$ cat src/rtl/shared_divider.sv
// Shared radix-2 restoring divider serving two clients with round-robin arbitration.
// Results are returned with a one-cycle Ready strobe; select names the owning client.
module shared_divider #(
    parameter int WIDTH = 16,
    parameter int CNT_W = 5
) (
    input  logic             clk,
    input  logic             rst,
    input  logic             req0,
    input  logic [WIDTH-1:0] dividend0,
    input  logic [WIDTH-1:0] divisor0,
    input  logic             req1,
    input  logic [WIDTH-1:0] dividend1,
    input  logic [WIDTH-1:0] divisor1,
    output logic             Busy,
    output logic             Ready,
    output logic             select,
    output logic [WIDTH-1:0] dividerres,
    output logic [WIDTH-1:0] remainder,
    output logic             dbz,
    output logic             debug_state
);

    // Handshake: reqN is accepted on a rising edge only while that client has
    // nothing pending; the result is valid for the single cycle Ready=1 and
    // belongs to the client named by select. Busy and Ready never overlap.

    typedef enum logic {
        IDLE = 1'b0,
        DIV  = 1'b1
    } state_t;

    state_t state, state_next;

    logic [1:0]       pending, pending_next;
    logic             last_served;
    logic [WIDTH-1:0] op_dividend0, op_divisor0;
    logic [WIDTH-1:0] op_dividend1, op_divisor1;

    // acc starts as the dividend and fills with quotient bits from the LSB side.
    logic [WIDTH-1:0] acc;
    logic [WIDTH-1:0] dvs;
    logic [WIDTH-1:0] rem;
    logic [CNT_W-1:0] cnt;
    logic             zero_div;

    logic             do_grant;
    logic             do_finish;
    logic             grant_id;
    logic [WIDTH-1:0] grant_dividend;
    logic [WIDTH-1:0] grant_divisor;
    logic [WIDTH:0]   rem_shift;
    logic [WIDTH-1:0] rem_sub;
    logic [WIDTH-1:0] rem_next;
    logic [WIDTH-1:0] acc_next;
    logic             q_bit;

    assign debug_state = state;

    always_ff @(posedge clk or posedge rst) begin
        if (rst) begin
            state <= IDLE;
        end else begin
            state <= state_next;
        end
    end

    always_comb begin
        state_next     = state;
        do_grant       = 1'b0;
        do_finish      = 1'b0;
        grant_id       = 1'b0;

        rem_shift      = {rem, acc[WIDTH-1]};
        q_bit          = (rem_shift >= {1'b0, dvs});
        rem_sub        = rem_shift[WIDTH-1:0] - dvs;
        rem_next       = q_bit ? rem_sub : rem_shift[WIDTH-1:0];
        acc_next       = {acc[WIDTH-2:0], q_bit};

        case (state)
            IDLE: begin
                if (|pending) begin
                    do_grant   = 1'b1;
                    grant_id   = (&pending) ? ~last_served : pending[1];
                    state_next = DIV;
                end
            end
            DIV: begin
                if (zero_div || cnt == CNT_W'(WIDTH - 1)) begin
                    do_finish  = 1'b1;
                    state_next = IDLE;
                end
            end
            default: state_next = IDLE;
        endcase

        grant_dividend = grant_id ? op_dividend1 : op_dividend0;
        grant_divisor  = grant_id ? op_divisor1  : op_divisor0;

        // A grant only ever clears a bit that is already set, so a same-edge
        // request from the granted client is ignored as a pending repost.
        pending_next[0] = (pending[0] | req0) & ~(do_grant & ~grant_id);
        pending_next[1] = (pending[1] | req1) & ~(do_grant & grant_id);
    end

    always_ff @(posedge clk or posedge rst) begin
        if (rst) begin
            pending      <= 2'b00;
            op_dividend0 <= '0;
            op_divisor0  <= '0;
            op_dividend1 <= '0;
            op_divisor1  <= '0;
        end else begin
            pending <= pending_next;
            if (req0 && !pending[0]) begin
                op_dividend0 <= dividend0;
                op_divisor0  <= divisor0;
            end
            if (req1 && !pending[1]) begin
                op_dividend1 <= dividend1;
                op_divisor1  <= divisor1;
            end
        end
    end

    always_ff @(posedge clk or posedge rst) begin
        if (rst) begin
            Busy        <= 1'b0;
            Ready       <= 1'b0;
            select      <= 1'b0;
            last_served <= 1'b1;
            dividerres  <= '0;
            remainder   <= '0;
            dbz         <= 1'b0;
            acc         <= '0;
            dvs         <= '0;
            rem         <= '0;
            cnt         <= '0;
            zero_div    <= 1'b0;
        end else begin
            Ready <= 1'b0;
            if (do_grant) begin
                select      <= grant_id;
                last_served <= grant_id;
                Busy        <= 1'b1;
                acc         <= grant_dividend;
                dvs         <= grant_divisor;
                rem         <= '0;
                cnt         <= '0;
                zero_div    <= (grant_divisor == '0);
            end else if (state == DIV) begin
                if (do_finish) begin
                    Busy  <= 1'b0;
                    Ready <= 1'b1;
                    if (zero_div) begin
                        // acc was never shifted, so it still holds the dividend.
                        dividerres <= '1;
                        remainder  <= acc;
                        dbz        <= 1'b1;
                    end else begin
                        dividerres <= acc_next;
                        remainder  <= rem_next;
                        dbz        <= 1'b0;
                    end
                end else begin
                    acc <= acc_next;
                    rem <= rem_next;
                    cnt <= cnt + 1'b1;
                end
            end
        end
    end

endmodule
$ cat config.mk
export PLATFORM = sky130hd
export DESIGN_NAME = shared_divider
export DESIGN_NICKNAME = d
export VERILOG_FILES = /design/src/rtl/shared_divider.sv
export SDC_FILE = /design/constraint.sdc
export NUM_CORES = 1
export LEC_CHECK = 0
export BUFFER_PORTS_ARGS = -buffer_cell sky130_fd_sc_hd__buf_2
export CAP_MARGIN = 20
export CORE_ASPECT_RATIO = 0.9
export CORE_MARGIN = 1.5
export CORE_UTILIZATION = 50
export CTS_BUF_LIST = sky130_fd_sc_hd__clkbuf_4 sky130_fd_sc_hd__clkbuf_8
export CTS_CLUSTER_DIAMETER = 150
export DETAILED_ROUTE_END_ITERATION = 16
export MAX_ROUTING_LAYER = met4
export PLACE_DENSITY = 0.71
export SLEW_MARGIN = 10
export SYNTH_ARGS = -nofsm -noshare
export SYNTH_HDL_FRONTEND = slang
export SYNTH_SLANG_ARGS = --single-unit
$ cat constraint.sdc
create_clock -name clk -period 4.9 [get_ports clk]
set_input_delay 0.98 -clock clk [delete_from_list [all_inputs] [get_ports clk]]
set_output_delay 0.98 -clock clk [all_outputs]
set_load 0.01 [all_outputs]
==> metrics.md <==
| Metric | Value |
|---|---|
| Status | complete, no violations |
| CTS tree | done |
| Pre-antenna DRT Iters | 7 |
| Multi-input logic area | 3200 sq um |
| Clk buf depth | 2 |
| Detailed Place HPWL | 12,800 um |
| GPL Wtd Cong | 0.884 |
| CTS HTree Levels | 4 |
| Final hold violations | 0 |
| Register area share after synthesis | 53.5% |
| Worst-Skew Late Latency | roughly 470 ps |
| Final Setup Violations | 0 |
| Design Power | around 6700 uW |
| Post-CTS Resized | 0 |
| F_max | 345 MHz |
| # rows | 41 |
| Hold depth | 2 |
| Final slew viol count | 0 |
| Worst Tran Pin Value | 993 ps |
| Kind of end point of the critical path | flop |
| Most frequent cells in the layout | dfrtp_1, buf_2, nand2_1 |
| Max IR drop VDD | 0.367 mV |
| Max stage delay on crit path | around 700 ps |
| Required time worst endpoint | 5250 ps |
| Min-Delay Path Class | flop to flop |
| Setup TNS | 0 ps |
| Synth Register Bits | 158 |
| Leakage | ~0.0040 uW |
| R2r setup slk | 2010 ps |
| Worst Path Max Fanout | 21 |
| Overall die area | 15,500 sq um |
| Yosys cell types | between 50 and 60 |
| Sink Count | 158 |
| Reg2Reg Capture Point | remainder[15] |
| Worst hold path startpoint | dividerres[15] |
| Initial DRC Count | 409 |
| Number of fill cells | around 1,200 |
| Core box area | 14,200 sq um |
| Mapped Nets | 773 |
| Slew HR | 33.8% |
| Largest net degree at the start of global routing | 119 |
| Crit-path slowest cell | a31oi_4 |
| Worst endpoint data arrival time | 3250 ps |
| Number of global-route vias before repair | 5,674 |
| Drt via density | 5.71 |
| I/O Pins | 105 |
| ANT nets after route | 0 |
| GRT Util Overall | 25.0% |
| Post-CTS Setup Bufs | 0 |
| Final worst path period share | between 50% and 60% |
| TritonCTS buffer count | 17 |
| Worst reg2reg startpoint | rem[0] |
| Cell internal pwr | about 4000 uW |
| Initial Util | 52.0% |
| Share of total power in sequential cells | 37.5% |
| I/O Buffers | 104 |
| Clk pwr share | 17.4% |
| Clock Tree Root | clkbuf_8 |
| CP Cell Sequence | ha_1, nor2b_1, o2111ai_1, a21boi_2, o21bai_4, a31oi_4, o21ai_2, o21a_1, a221o_1 |
| P&R area growth vs syn | 16.3% |
| Via count | about 5,600 |
| Routed wire length | 17,800 um |
| Cts-stage hold buffer count | 0 |
| Share of layout cells above drive strength 1 | 26.7% |
| Clock Skew | ~12 ps |
| Yosys warnings | 0 |
| Reg area | 3960 sq um |
| Post-synth ARST share | 100% |
| Syn Inst Count | 686 |
| CP Launch Type | flop |
| Synthesized area per cell | 10.8 sq um |
| Sw Pwr | ~2700 uW |
| PD cells | 776 nW/um^2 |
| Die Width | about 130 um |
| Max-cap violations | 0 |
| Global-route wire length before repair | 29,400 um |
| Unrepaired setup endpoints after global routing | false |
| Crit path kind | flop to flop |
| Crit path depth | 9 |
| Die Y-Extent | 118 um |
| Sw frac | 40.1% |
| Gate power share | 45.2% |
| Hold endpoint | dividerres[15] |
| DR WL/cell | 18.1 um |
| Commonest non-fill, non-tap cell in the layout | dfrtp_1 |
| Post-synth EDFFs | 0 |
| Cell area after synthesis | 7390 sq um |
| DR DRC count | 0 |
| CP top delay family | compound AO/OA/AOI/OAI gates |
| Diode count | 0 |
| WP buf/inv | 0 |
| Core Util, Final | 60.5% |
| Final Critical Period | 2890 ps |
| Gr ovfl total | 0 |
| Fin nets | 867 |
| Initial antenna violation count | 0 |
| Reg clk slew, reported paths | 90 ps |
| Worst r2r path cells | 9 |
| Top FF cell, synth | dfrtp_1 |
-- cell usage after synthesis, drive strengths merged (2+ instances only) --
cell type  instances  area [sq um]
or2                2          12.5
o22a               2          17.5
mux2              65           736
dfrtp            157          3930
o21bai             2          26.3
ha                18           225
nor2b              5          31.3
clkbuf            26          97.6
o2111ai            2          17.5
nand2             71           267
a221oi             2          23.8
nand2b             2          12.5
nor2              57           214
xnor2              8          70.1
a21o               6          45.0
or3                2          12.5
a22o               3          26.3
and2               3          18.8
a21oi             38           198
nor3               2          10.0
nand4              5          31.3
nand3b             2          15.0
o21ai             78           394
a222oi            11           110
inv               24          90.1
a31oi              8          65.1
nor4               6          37.5
o21a               2          15.0
nand3              4          20.0
xor2               6          52.6
and3              17           106
mux2i             28           280
buf               11          53.8
-- worst register-to-register path, stage by stage, from the launching register on --
cell	delay (ps)
dfrtp_1	430
ha_1	300
nor2b_1	190
o2111ai_1	190
a21boi_2	290
o21bai_4	120
a31oi_4	700
o21ai_2	110
o21a_1	150
a221o_1	310
-- logic make-up (layout without fill, tap and decap cells) --
family / Yosys count / in the layout / synth area share (%)
mux: 93 / 93 / 13.8
flops: 158 / 158 / 53.5
simple gates: 179 / 179 / 10.8
buf+inv: 61 / 168 / 3.27
fa+ha+maj: 19 / 19 / 3.32
xor+xnor: 14 / 14 / 1.66
compound gates: 162 / 162 / 13.7
-- final cells by class --
type | count | share of cell area, %
Sequential cell | 158 | 46.0
Clock buffer | 21 | 3.36
Timing Repair Buffer | 112 | 7.11
Inverter | 24 | 1.09
Clock inverter | 11 | 2.34
Multi-Input combinational cell | 467 | 37.3
Tap cell | 193 | 2.81
-- worst max path at each step --
stage                       from            end  slack (ps)
after floorplan              rst           Busy        1920
after global placement    rem[0]  remainder[15]        2090
after detailed placement  rem[0]  remainder[15]        2070
after CTS                 rem[0]  remainder[15]        2020
after global routing      dvs[1]  remainder[15]        1770
final                     rem[0]  remainder[15]        2010
-- metrics by stage --
| stage | hold slack, ps | setup WS (ps) | instance area (sq um) | cells |
|---|---|---|---|---|
| 2_1_floorplan | 450 | 1920 | 7390 | 686 |
| 3_3_place_gp | 456 | 2090 | 8080 | 953 |
| 3_5_place_dp | 465 | 2070 | 8080 | 953 |
| 4_1_cts | 483 | 2020 | 8570 | 985 |
| 5_1_grt | 506 | 1770 | 8590 | 986 |
| 6_report | 478 | 2010 | 8590 | 986 |
-- registers in the layout (all words and copies together) (netlist names) --
register and cells:
select 1, op_dividend1 16, op_dividend0 16, dbz 1, acc 16, op_divisor0 16
rem 16, Busy 1, zero_div 1, Ready 1, last_served 1, debug_state 1
op_divisor1 16, dividerres 16, pending 2, dvs 16, cnt 5, remainder 16
-- layer usage --
layer  vias up  global-route usage, %  share of wire, %
met2       160                   36.0                45
met4         0                   8.43               1.3
li1       2633                      -                 -
met3        21                   5.53               5.7
met1      2813                   35.1                48
met5         -                      -                 0
-- power by group through the flow --
stage	sequential [uW]	clock, uW	combinational (uW)
floorplan	2350	0	2290
global placement	2470	0	2920
detailed placement	2500	0	3000
CTS	2480	1180	3020
global route	2570	1230	3360
finish	2500	1160	3010
Power figures use the tool's default switching activity.
